<file path="src/rtl/q3_pkg.sv">
// Shared definitions for the q3 serial transmitter slice.
// State encoding, line levels and width helpers.
package q3_pkg;

  typedef enum logic [2:0] {
    IDLE   = 3'd0,
    START  = 3'd1,
    DATA   = 3'd2,
    PARITY = 3'd3,
    STOP   = 3'd4
  } state_t;

  localparam logic IDLE_LEVEL  = 1'b1;
  localparam logic STOP_LEVEL  = 1'b1;
  localparam logic START_LEVEL = 1'b0;

  // A one-clock bit still needs a 1-bit counter.
  function automatic int tmr_w(input int n);
    return (n > 1) ? $clog2(n) : 1;
  endfunction

endpackage

</file>
<file path="src/rtl/q3_bit_timer.sv">
// Per-bit clock divider for the q3 transmitter.
// tick marks the last clock of every serial bit.
module q3_bit_timer
  import q3_pkg::*;
#(
  parameter int BIT_CYCLES = 1
) (
  input  logic c,
  input  logic rst_n,
  input  logic clr,
  input  logic en,
  output logic tick
);

  localparam int TW = tmr_w(BIT_CYCLES);
  localparam logic [TW-1:0] LAST = TW'(BIT_CYCLES - 1);

  logic [TW-1:0] cnt_q;
  logic [TW-1:0] cnt_d;

  assign tick = (cnt_q == LAST);

  always_comb begin
    cnt_d = cnt_q;
    if (clr) begin
      cnt_d = '0;
    end else if (en) begin
      cnt_d = tick ? '0 : cnt_q + 1'b1;
    end
  end

  always_ff @(posedge c or negedge rst_n) begin
    if (!rst_n) begin
      cnt_q <= '0;
    end else begin
      cnt_q <= cnt_d;
    end
  end

endmodule

</file>
<file path="src/rtl/q3_serial_tx.sv">
// Parallel-in serial-out frame transmitter feeding q3 receivers.
// Frame: start, data LSB-first, optional parity, stop.
module q3_serial_tx
  import q3_pkg::*;
#(
  parameter int DATA_W     = 8,
  parameter int BIT_CYCLES = 1,
  parameter int PARITY_EN  = 1,
  parameter int PARITY_ODD = 0
) (
  input  logic              c,
  input  logic              rst_n,
  input  logic [DATA_W-1:0] din,
  input  logic              din_valid,
  output logic              din_ready,
  output logic              out,
  output logic              busy,
  output logic              done
);

  localparam int CW = $clog2(DATA_W + 1);
  localparam logic [CW-1:0] LAST = CW'(DATA_W - 1);

  state_t              state_q;
  state_t              state_d;
  logic [CW-1:0]       cnt_q;
  logic [CW-1:0]       cnt_d;
  logic [DATA_W-1:0]   sh_q;
  logic [DATA_W-1:0]   sh_d;
  logic                par_q;
  logic                par_d;
  logic                out_q;
  logic                out_d;
  logic                rdy_q;
  logic                rdy_d;
  logic                busy_q;
  logic                busy_d;
  logic                done_q;
  logic                done_d;
  logic                accept;
  logic                tick;

  assign accept    = din_valid & rdy_q;
  assign din_ready = rdy_q;
  assign out       = out_q;
  assign busy      = busy_q;
  assign done      = done_q;

  q3_bit_timer #(
    .BIT_CYCLES(BIT_CYCLES)
  ) u_tmr (
    .c    (c),
    .rst_n(rst_n),
    .clr  (accept),
    .en   (busy_q),
    .tick (tick)
  );

  always_ff @(posedge c or negedge rst_n) begin
    if (!rst_n) begin
      state_q <= IDLE;
      cnt_q   <= '0;
      sh_q    <= '0;
      par_q   <= 1'b0;
      out_q   <= IDLE_LEVEL;
      rdy_q   <= 1'b1;
      busy_q  <= 1'b0;
      done_q  <= 1'b0;
    end else begin
      state_q <= state_d;
      cnt_q   <= cnt_d;
      sh_q    <= sh_d;
      par_q   <= par_d;
      out_q   <= out_d;
      rdy_q   <= rdy_d;
      busy_q  <= busy_d;
      done_q  <= done_d;
    end
  end

  always_comb begin
    state_d = state_q;
    unique case (state_q)
      IDLE:    if (accept) state_d = START;
      START:   if (tick) state_d = DATA;
      DATA: begin
        if (tick && cnt_q == LAST) begin
          state_d = (PARITY_EN != 0) ? PARITY : STOP;
        end
      end
      PARITY:  if (tick) state_d = STOP;
      STOP:    if (tick) state_d = IDLE;
      default: state_d = IDLE;
    endcase
  end

  // Outputs are registered from the next state so the line
  // changes on the same edge as the state.
  always_comb begin
    sh_d  = sh_q;
    par_d = par_q;
    cnt_d = cnt_q;
    if (accept) begin
      sh_d  = din;
      par_d = (^din) ^ (PARITY_ODD != 0);
      cnt_d = '0;
    end else if (state_q == DATA && tick) begin
      sh_d  = sh_q >> 1;
      cnt_d = cnt_q + 1'b1;
    end
    out_d = IDLE_LEVEL;
    unique case (state_d)
      IDLE:    out_d = IDLE_LEVEL;
      START:   out_d = START_LEVEL;
      DATA:    out_d = sh_d[0];
      PARITY:  out_d = par_d;
      STOP:    out_d = STOP_LEVEL;
      default: out_d = IDLE_LEVEL;
    endcase
    rdy_d  = (state_d == IDLE);
    busy_d = (state_d != IDLE);
    done_d = (state_q == STOP) && tick;
  end

endmodule

</file>
<file path="config.mk">
export PLATFORM = sky130hd
export DESIGN_NAME = q3_serial_tx
export DESIGN_NICKNAME = d
export VERILOG_FILES = /design/src/rtl/q3_pkg.sv /design/src/rtl/q3_bit_timer.sv /design/src/rtl/q3_serial_tx.sv
export SDC_FILE = /design/constraint.sdc
export NUM_CORES = 1
export LEC_CHECK = 0
export ABC_AREA = 1
export CORE_ASPECT_RATIO = 0.7
export CORE_MARGIN = 2
export CORE_UTILIZATION = 35
export CTS_BUF_LIST = sky130_fd_sc_hd__clkbuf_16
export DETAILED_ROUTE_END_ITERATION = 8
export PLACE_DENSITY_LB_ADDON = 0.2
export SETUP_SLACK_MARGIN = 0.1
export SLEW_MARGIN = 10
export SYNTH_ARGS = -nofsm -noshare
export SYNTH_HDL_FRONTEND = slang
export SYNTH_HIERARCHICAL = 1
export SYNTH_SLANG_ARGS = --single-unit
</file>
<file path="constraint.sdc">
create_clock -name c -period 1.4 [get_ports c]
set_input_delay 0.35 -clock c [delete_from_list [all_inputs] [get_ports c]]
set_output_delay 0.35 -clock c [all_outputs]
set_load 0.1 [all_outputs]
</file>
After elaboration in Yosys (flattened, before gate mapping)
Index checks and enable logic that the tools add are counted.
{"block": "totals", "regBits": 21, "latch_bits": 0, "ramBits": 0, "rom_bits": 0, "in_bits": 11, "memories": 0}
{"block": "op_classes", "add_sub_neg": 2, "multipliers": 0, "n_div": 0, "n_lt_le_gt_ge": 0, "eq_ne": 8, "shift": 0, "mux": 15, "n_bitwise": 2, "reduce_logical": 9}
{"cell": "$mux W8", "n": 2}
{"cell": "$mux W3", "n": 5}
{"cell": "$pmux W3 S5", "n": 1}
{"cell": "$eq A3 B2 Y1 const B", "n": 4}
{"cell": "$mux W4", "n": 2}
{"cell": "$reduce_xor A8 Y1", "n": 1}
{"cell": "$eq A3 B1 Y1 const B", "n": 2}
{"cell": "$logic_not A3 Y1", "n": 2}
{"cell": "$add A4 B1 Y4 const B", "n": 1}
{"cell": "$eq A4 B3 Y1 const B", "n": 1}
{"cell": "$mux W1", "n": 4}
{"cell": "$reduce_bool A2 Y1", "n": 2}
{"cell": "$eq A3 B3 Y1 const B", "n": 1}
{"cell": "$logic_and A1 B1 Y1", "n": 3}
{"cell": "$pmux W1 S3", "n": 1}
{"cell": "$reduce_bool A3 Y1", "n": 1}
{"cell": "$add A1 B1 Y1 const B", "n": 1}
{"cell": "$and A1 B1 Y1", "n": 1}
{"cell": "$not A1 Y1", "n": 1}

Logic depth before layout (Yosys ltp)
Gate-level depths: netlist (run 1).
{"block": "logic_depth", "ltp_word": 6, "mapped_depth": 11, "ltp_nobuf": 10}

By module
Netlist (run 1), hierarchy kept.
{"mod": "q3_serial_tx", "instances": 1, "cells_per_inst": 150, "area_per_inst_um2": 1118.6, "seq_area_each_um2": 503.0}
{"mod": "q3_bit_timer", "instances": 1, "cells_per_inst": 2, "area_per_inst_um2": 11.3, "seq_area_each_um2": 0.0}

Worst setup path before layout (run 1)
OpenSTA, ideal clock, no wires.
{"block": "synth_timing", "path_kind": "reg2reg", "startpoint": "reg rdy_q, in the netlist din_ready", "endpoint": "reg out_q, in the netlist out", "setup_ns": 0.060, "arrival_ns": 1.514, "t_required_ns": 1.340, "slack_ns": -0.175, "stages_incl_launch_ff": 7, "n_path_buf": 0, "synth_period_minus_slack_ns": 1.575, "cell_sequence": "dfstp_2 > nand2_2 > o21ai_1 > nand2_2 > a21oi_1 > nand3_1 > nand2_1"}
{"block": "synth_via", "elab_chain_cells": 5, "elab_cells_between_ends": 9}
{"element": "from (decl)", "line_no": "q3_serial_tx.sv:34", "text": "logic rdy_q;"}
{"element": "from (signal assigned)", "line_no": "q3_serial_tx.sv:75", "text": "rdy_q <= rdy_d;"}
{"element": "$and A1 B1 Y1 (*)", "line_no": "q3_serial_tx.sv:43", "text": "assign accept = din_valid & rdy_q;"}
{"element": "$mux W3", "line_no": "q3_serial_tx.sv:84", "text": "IDLE: if (accept) state_d = START;"}
{"element": "$pmux W3 S5", "line_no": "q3_serial_tx.sv:83", "text": "unique case (state_q)"}
{"element": "$eq A3 B2 Y1 / $eq A3 B1 Y1 (equally long branches)", "line_no": "q3_serial_tx.sv:112", "text": "unique case (state_d)"}
{"element": "$pmux W1 S3 (*)", "line_no": "q3_serial_tx.sv:112"}
{"element": "net out_d", "line_no": "q3_serial_tx.sv:33", "text": "logic out_d;"}
{"element": "to (signal assigned)", "line_no": "q3_serial_tx.sv:74", "text": "out_q <= out_d;"}
{"element": "to (decl)", "line_no": "q3_serial_tx.sv:32", "text": "logic out_q;"}
Mark *: on every way through the listed nets, which the timed path passes. The rest lies on a longest branch.
A chain may end at the register's enable or synchronous reset.

Worst setup path in the final report (run 1)
{"block": "layout_timing", "startpoint": "reg rdy_q, in the netlist din_ready", "endpoint": "out din_ready"}
{"element": "to (decl)", "line_no": "q3_serial_tx.sv:15", "text": "output logic din_ready,"}
No word-level cell between the ends.

==> results of run 1 <==
-- worst max path at each step --
stage | from | end | slack (ns) | cells past startpoint
final | din_ready$_DFF_PN1_ | din_ready | -0.01 | 1
after global routing | din_ready$_DFF_PN1_ | out$_DFF_PN1_ | -0.08 | 7
after CTS | din_ready$_DFF_PN1_ | din_ready | -0.01 | 1
after detailed placement | din[0] | out$_DFF_PN1_ | -0.18 | 10
after global placement | din[0] | out$_DFF_PN1_ | -0.14 | 10
after floorplan | din_ready$_DFF_PN1_ | out$_DFF_PN1_ | 0.03 | 6
-- power groups by stage --
stage / Clock [mW] / Sequential [mW] / Combinational [mW]
floorplan: 0 / 1.31 / 0.760
global placement: 0 / 1.02 / 1.47
detailed placement: 0 / 1.03 / 1.51
CTS: 0.803 / 1.01 / 1.55
global route: 0.827 / 1.05 / 1.81
finish: 0.786 / 1.01 / 1.66
-- stage by stage --
step	setup slack [ns]	hold WS (ns)	instances	util
after floorplan	0.0288	0.0544	152	-
after global placement	-0.137	0.494	212	0.463
after detailed placement	-0.179	0.500	212	0.463
after CTS	-0.0116	0.434	217	0.500
after global routing	-0.0814	0.478	220	0.525
final	-0.0133	0.431	220	0.525
-- flip-flops by register name, summed over array words and instances (netlist names) --
register and cells:
sh_q 8, cnt_q 4, state_q 3, busy 1, din_ready 1, done 1
out 1, par_q 1
-- cell usage in the layout, fill, tap and decap left out, types with 4 or more instances in the layout --
| master | synthesis | routed |
|---|---|---|
| inv_2 | 4 | 5 |
| buf_4 | 1 | 12 |
| nor2_2 | 3 | 4 |
| nand2_1 | 50 | 50 |
| clkdlybuf4s50_1 | 0 | 9 |
| nor2_1 | 6 | 5 |
| clkbuf_16 | 0 | 4 |
| dfrtp_1 | 18 | 18 |
| nand3_1 | 16 | 15 |
| inv_1 | 18 | 17 |
| o211ai_1 | 7 | 7 |
| buf_12 | 0 | 5 |
-- layout make-up --
cell class                      count  area share
Clock inverter                      1      0.0184
Sequential cell                    20       0.311
Tap cell                           38      0.0292
Inverter                           23      0.0545
Clock buffer                        3      0.0461
Timing Repair Buffer               30       0.209
Multi-Input combinational cell    105       0.332
-- timing repair --
item,CTS,global route
cloned,0,1
setup buffers,1,2
endpoints found under the setup margin,3,17
gates resized for setup,1,10
hold buffers,0,0
pin swaps,0,1
endpoints found under the hold margin,0,0
-- worst register-to-register path: cells and delay by family (launching register included) --
family / cells / cell delay (ns)
AOI/OAI and AO/OA: 1 / 0.08
buffers and inverters: 3 / 0.42
DFF: 1 / 0.63
and+or+nand+nor: 2 / 0.13
-- logic make-up (layout without fill, tap and decap cells) --
family          Yosys count  after routing  synth area share
simple gates             86             86             0.344
compound gates           17             17            0.0941
buf+inv                  27             57             0.102
fa+ha+maj                 1              1            0.0111
other cells               1              1           0.00332
flops                    20             20             0.445
-- routing by layer --
metal / GRT usage / share of wire
met5: 0 / 0
met4: 0.0472 / 0.0068
met3: 0.0426 / 0.049
met2: 0.239 / 0.47
met1: 0.205 / 0.48
==> metrics, run 1 <==
outcome=finished, violations left; failing checks=negative setup slack; post-synthesis average cell area=7.43 µm²; Synth Instances=152; DIE AREA=0.00371 mm²; final setup margin=-0.0133 ns; top_reg_cell synth=dfrtp_1; Final Hold Fails=0; Peak Freq=708 MHz; H-tree depth=1; Tot GR Track Use=0.152; Crit. End Element=primary output; crit path buf inv count=1; placed cell area=0.00144 mm²; CP arrival=1.06 ns; detailed-route wire length=2510 µm; Commonest cells post-synth=nand2_1 (50), dfrtp_1 (18), inv_1 (18); switch share=0.398; post-synth top area share=0.399; PortBufs=14; CTS tree=yes; Synth area leaders=dfrtp_1 (40%), nand2_1 (17%), nand3_1 (7.1%); Sequential Power Share=0.293; Horiz. Die Dim=71.9 µm; Worst Path Max Fanout=2; Die Height=51.5 µm; clk root buf=clkbuf_16; Clock Skew=0.00547 ns; clock-pin slew on the worst setup and hold paths=0.06 ns; VDD IR max=0.000765 V; Rows=17; Max Cap Viol=0; clock sinks=20; worst reg-to-reg setup slack=0 ns; Initial Util=0.364; Core ar.=0.00311 mm²; largest net degree at the start of global routing=21; layout cells sized above 1=0.253; TNS Setup=-0.0133 ns; fillers=296; part of the power in combinational logic=0.480; yosys warns=6; first-pass GRT wire length=4280 µm; multi-input gate area in the final layout=roughly 540 µm²; initial antenna violation count=0; # DRC=0; fin crit share=1.01; P_leak=0.840 nW; Register Area=507 µm²; IO Pins=15; Detailed Place HPWL=1910 µm; Final setup viols=1; RSZ-0062 raised after global routing=yes; Reg2Reg Depth=6; FF+latch count, synth=20; number of flops mapped to enable cells by yosys=0; Num CTS Buffers=3; crit start category=register; Inserted Diodes=0; vias in the first global route=979; mean routed wirelength per cell=11.4 µm; Iter 0 DRT Violations=69; fin. max-slew vios=0; vias per inst=about 4.7; Hold Path Class=primary input to async pin; Async S/R FF share, synth=1.00; Design Power=3.47 mW; clock share of power=0.227; post-synthesis sequential area ratio=0.445; post-route cell area=0.00163 mm²; cell type with the largest total area after synthesis=dfrtp_1; pwr dens=2130 mW/mm²; routability cong.=between 0.8 and 0.9; r2r startpoint=din_ready$_DFF_PN1_; vias=between 1k and 1.5k; crit path cell chain=buf_12; Final Critical Period=~1.4 ns; syn nets=164; worst stage delay on the critical path=0.63 ns; Syn-to-layout area delta=44.2%; global route total overflow=0; count of different cell masters after synthesis=26; Internal=~2.1 mW; Net Switching=1.38 mW; WP data required=1.05 ns; critical path class=register to primary output; R2R Path End=sh_q[2]$_DFFE_PN0P_; Pre-antenna DRT Iters=4; most common cell in the netlist=nand2_1; Slowest cell on crit path=dfstp_4; delay-heaviest family, CP=flip-flops; nets@finish=195; final antenna-violating net count=0; clock buffer depth=2; clk_lat worst skew=between 0.2 and 0.3 ns; Post-Syn Area=~0.0011 mm²
(Power assumes the default switching activity.)
==> run 2, diff against run 1 <==
- CORE_UTILIZATION: 35 -> 30
==> metrics, run 2 (same netlist as run 1, synthesis figures left out) <==
Detailed Place HPWL=1830 µm; gr busiest metal=met2; met3 Usage GRT=0.0278; Inserted Diodes=0; Die Height=55.3 µm; final antenna-violating net count=0; Crit. End Element=primary output; outcome=finished, violations left; Design Power=3.39 mW; pwr dens=2100 mW/mm²; delay-heaviest family, CP=flip-flops; Final Hold Fails=0; Worst Path Max Fanout=2; PortBufs=14; Tot GR Track Use=0.119; CTS tree=yes; routability cong.=about 0.84; GR Util met2=0.176; # DRC=0; mean routed wirelength per cell=10.4 µm; Core ar.=0.00356 mm²; global route total overflow=0; clock-pin slew on the worst setup and hold paths=0.06 ns; detailed-route wire length=2400 µm; Syn-to-layout area delta=43.0%; failing checks=negative setup slack; Cell Count Post-Placement=around 220; H-tree depth=1; Horiz. Die Dim=between 70 and 80 µm; critical path class=register to primary output; hold slack=0.429 ns; largest net degree at the start of global routing=21; fillers=380; Post-CTS Hold Buffers=0; P_leak=0.865 nW; worst reg-to-reg setup slack=~0.05 ns; Iter 0 DRT Violations=57; clock buffer depth=2; WP data required=between 1 and 1.5 ns; nets@finish=roughly 190; Initial Util=0.318; Register Area=507 µm²; crit path cell chain=buf_12; RSZ-0062 raised after global routing=yes; Rows=18; vias=a little over 1k; Final Critical Period=1.40 ns; Pre-antenna DRT Iters=4; Clock Skew=0.00369 ns; worst stage delay on the critical path=about 0.63 ns; final core occ=0.454; Num CTS Buffers=3; Peak Freq=712 MHz; Hold Path Class=primary input to register; commonest non-fill, non-tap cell in the layout=nand2_1; Largest Register=sh_q; first-pass GRT wire length=4140 µm; crit start category=register; initial antenna violation count=0; DIE AREA=0.00428 mm²; layout cells sized above 1=0.250; multi-input gate area in the final layout=538 µm²; vias in the first global route=915; fin. max-slew vios=0; Final setup viols=1; clk root buf=clkbuf_16; final setup margin=-0.00457 ns; number of flip-flops in the largest register=8; VDD IR max=0.00125 V; clk_lat worst skew=~0.25 ns; Slowest cell on crit path=dfstp_4; vias per inst=4.43; crit path buf inv count=1; IO Pins=15; fin cells=230; fin crit share=1.00; CP arrival=1.05 ns; met1 GRT Util=0.174; Max Cap Viol=0; clock sinks=20; most frequent cells in the layout=nand2_1 (50), dfrtp_1 (18), nand3_1 (16); largest registers=sh_q x8, cnt_q x4, state_q x3
[run 2: changes by cell type in the layout (fill, tap and decap cells not counted), sizes merged]
cell,previous run,this run
clkinvlp,0,1
clkdlybuf4s50,9,3
clkbuf,4,3
dlymetal6s2s,1,7
inv,23,22
buf,19,18
[run 2: repair_timing]
item	CTS	global route
setup endpoints to repair	3	16
gates resized for setup	2	12
setup buffers	1	1
pin swaps	0	1
gates cloned	0	0
[run 2: final cells by class]
cell class	count	area share
clock buffer	3	0.0465
clock inverter	1	0.0186
inverter	23	0.0573
multi-input combinational	105	0.333
sequential	20	0.314
tap	50	0.0387
timing repair buffer	28	0.192
[run 2: path summary, 6_finish.rpt]
kind                                startpoint              endpoint  cells past startpoint
setup / recovery           din_ready$_DFF_PN1_             din_ready                      1
hold / removal                          din[0]     sh_q[0]$_DFF_PN0_                      3
max in group asynchronous                rst_n         out$_DFF_PN1_                      2
hold reg to reg            sh_q[6]$_DFFE_PN0P_   sh_q[5]$_DFFE_PN0P_                      2
min in group asynchronous                rst_n  state_q[2]$_DFF_PN0_                      2
setup reg to reg           din_ready$_DFF_PN1_        busy$_DFF_PN0_                      9
[run 2: per-layer routing]
metal	up-vias	routed length (µm)
met5	-	0
met4	0	22
met3	2	74
met2	13	1030
met1	466	1280
li1	539	-
[run 2: report_power, final]
group	total, mW	leakage (nW)	switching, mW	internal [mW]
sequential	1.02	0.249	0.171	0.847
combinational	1.60	0.564	0.980	0.615
clock	0.781	0.0511	0.214	0.567
[run 2: metrics by stage]
| stage | setup TNS [ns] | worst slack, ns | instance area (µm²) |
|---|---|---|---|
| final | -0.00457 | -0.00457 | 1620 |
| after global routing | -0.0740 | -0.0270 | 1620 |
| after CTS | -0.00313 | -0.00313 | 1570 |
| after detailed placement | -0.721 | -0.174 | 1450 |
| after global placement | -0.723 | -0.150 | 1450 |
| after floorplan | 0 | 0.0288 | 1150 |
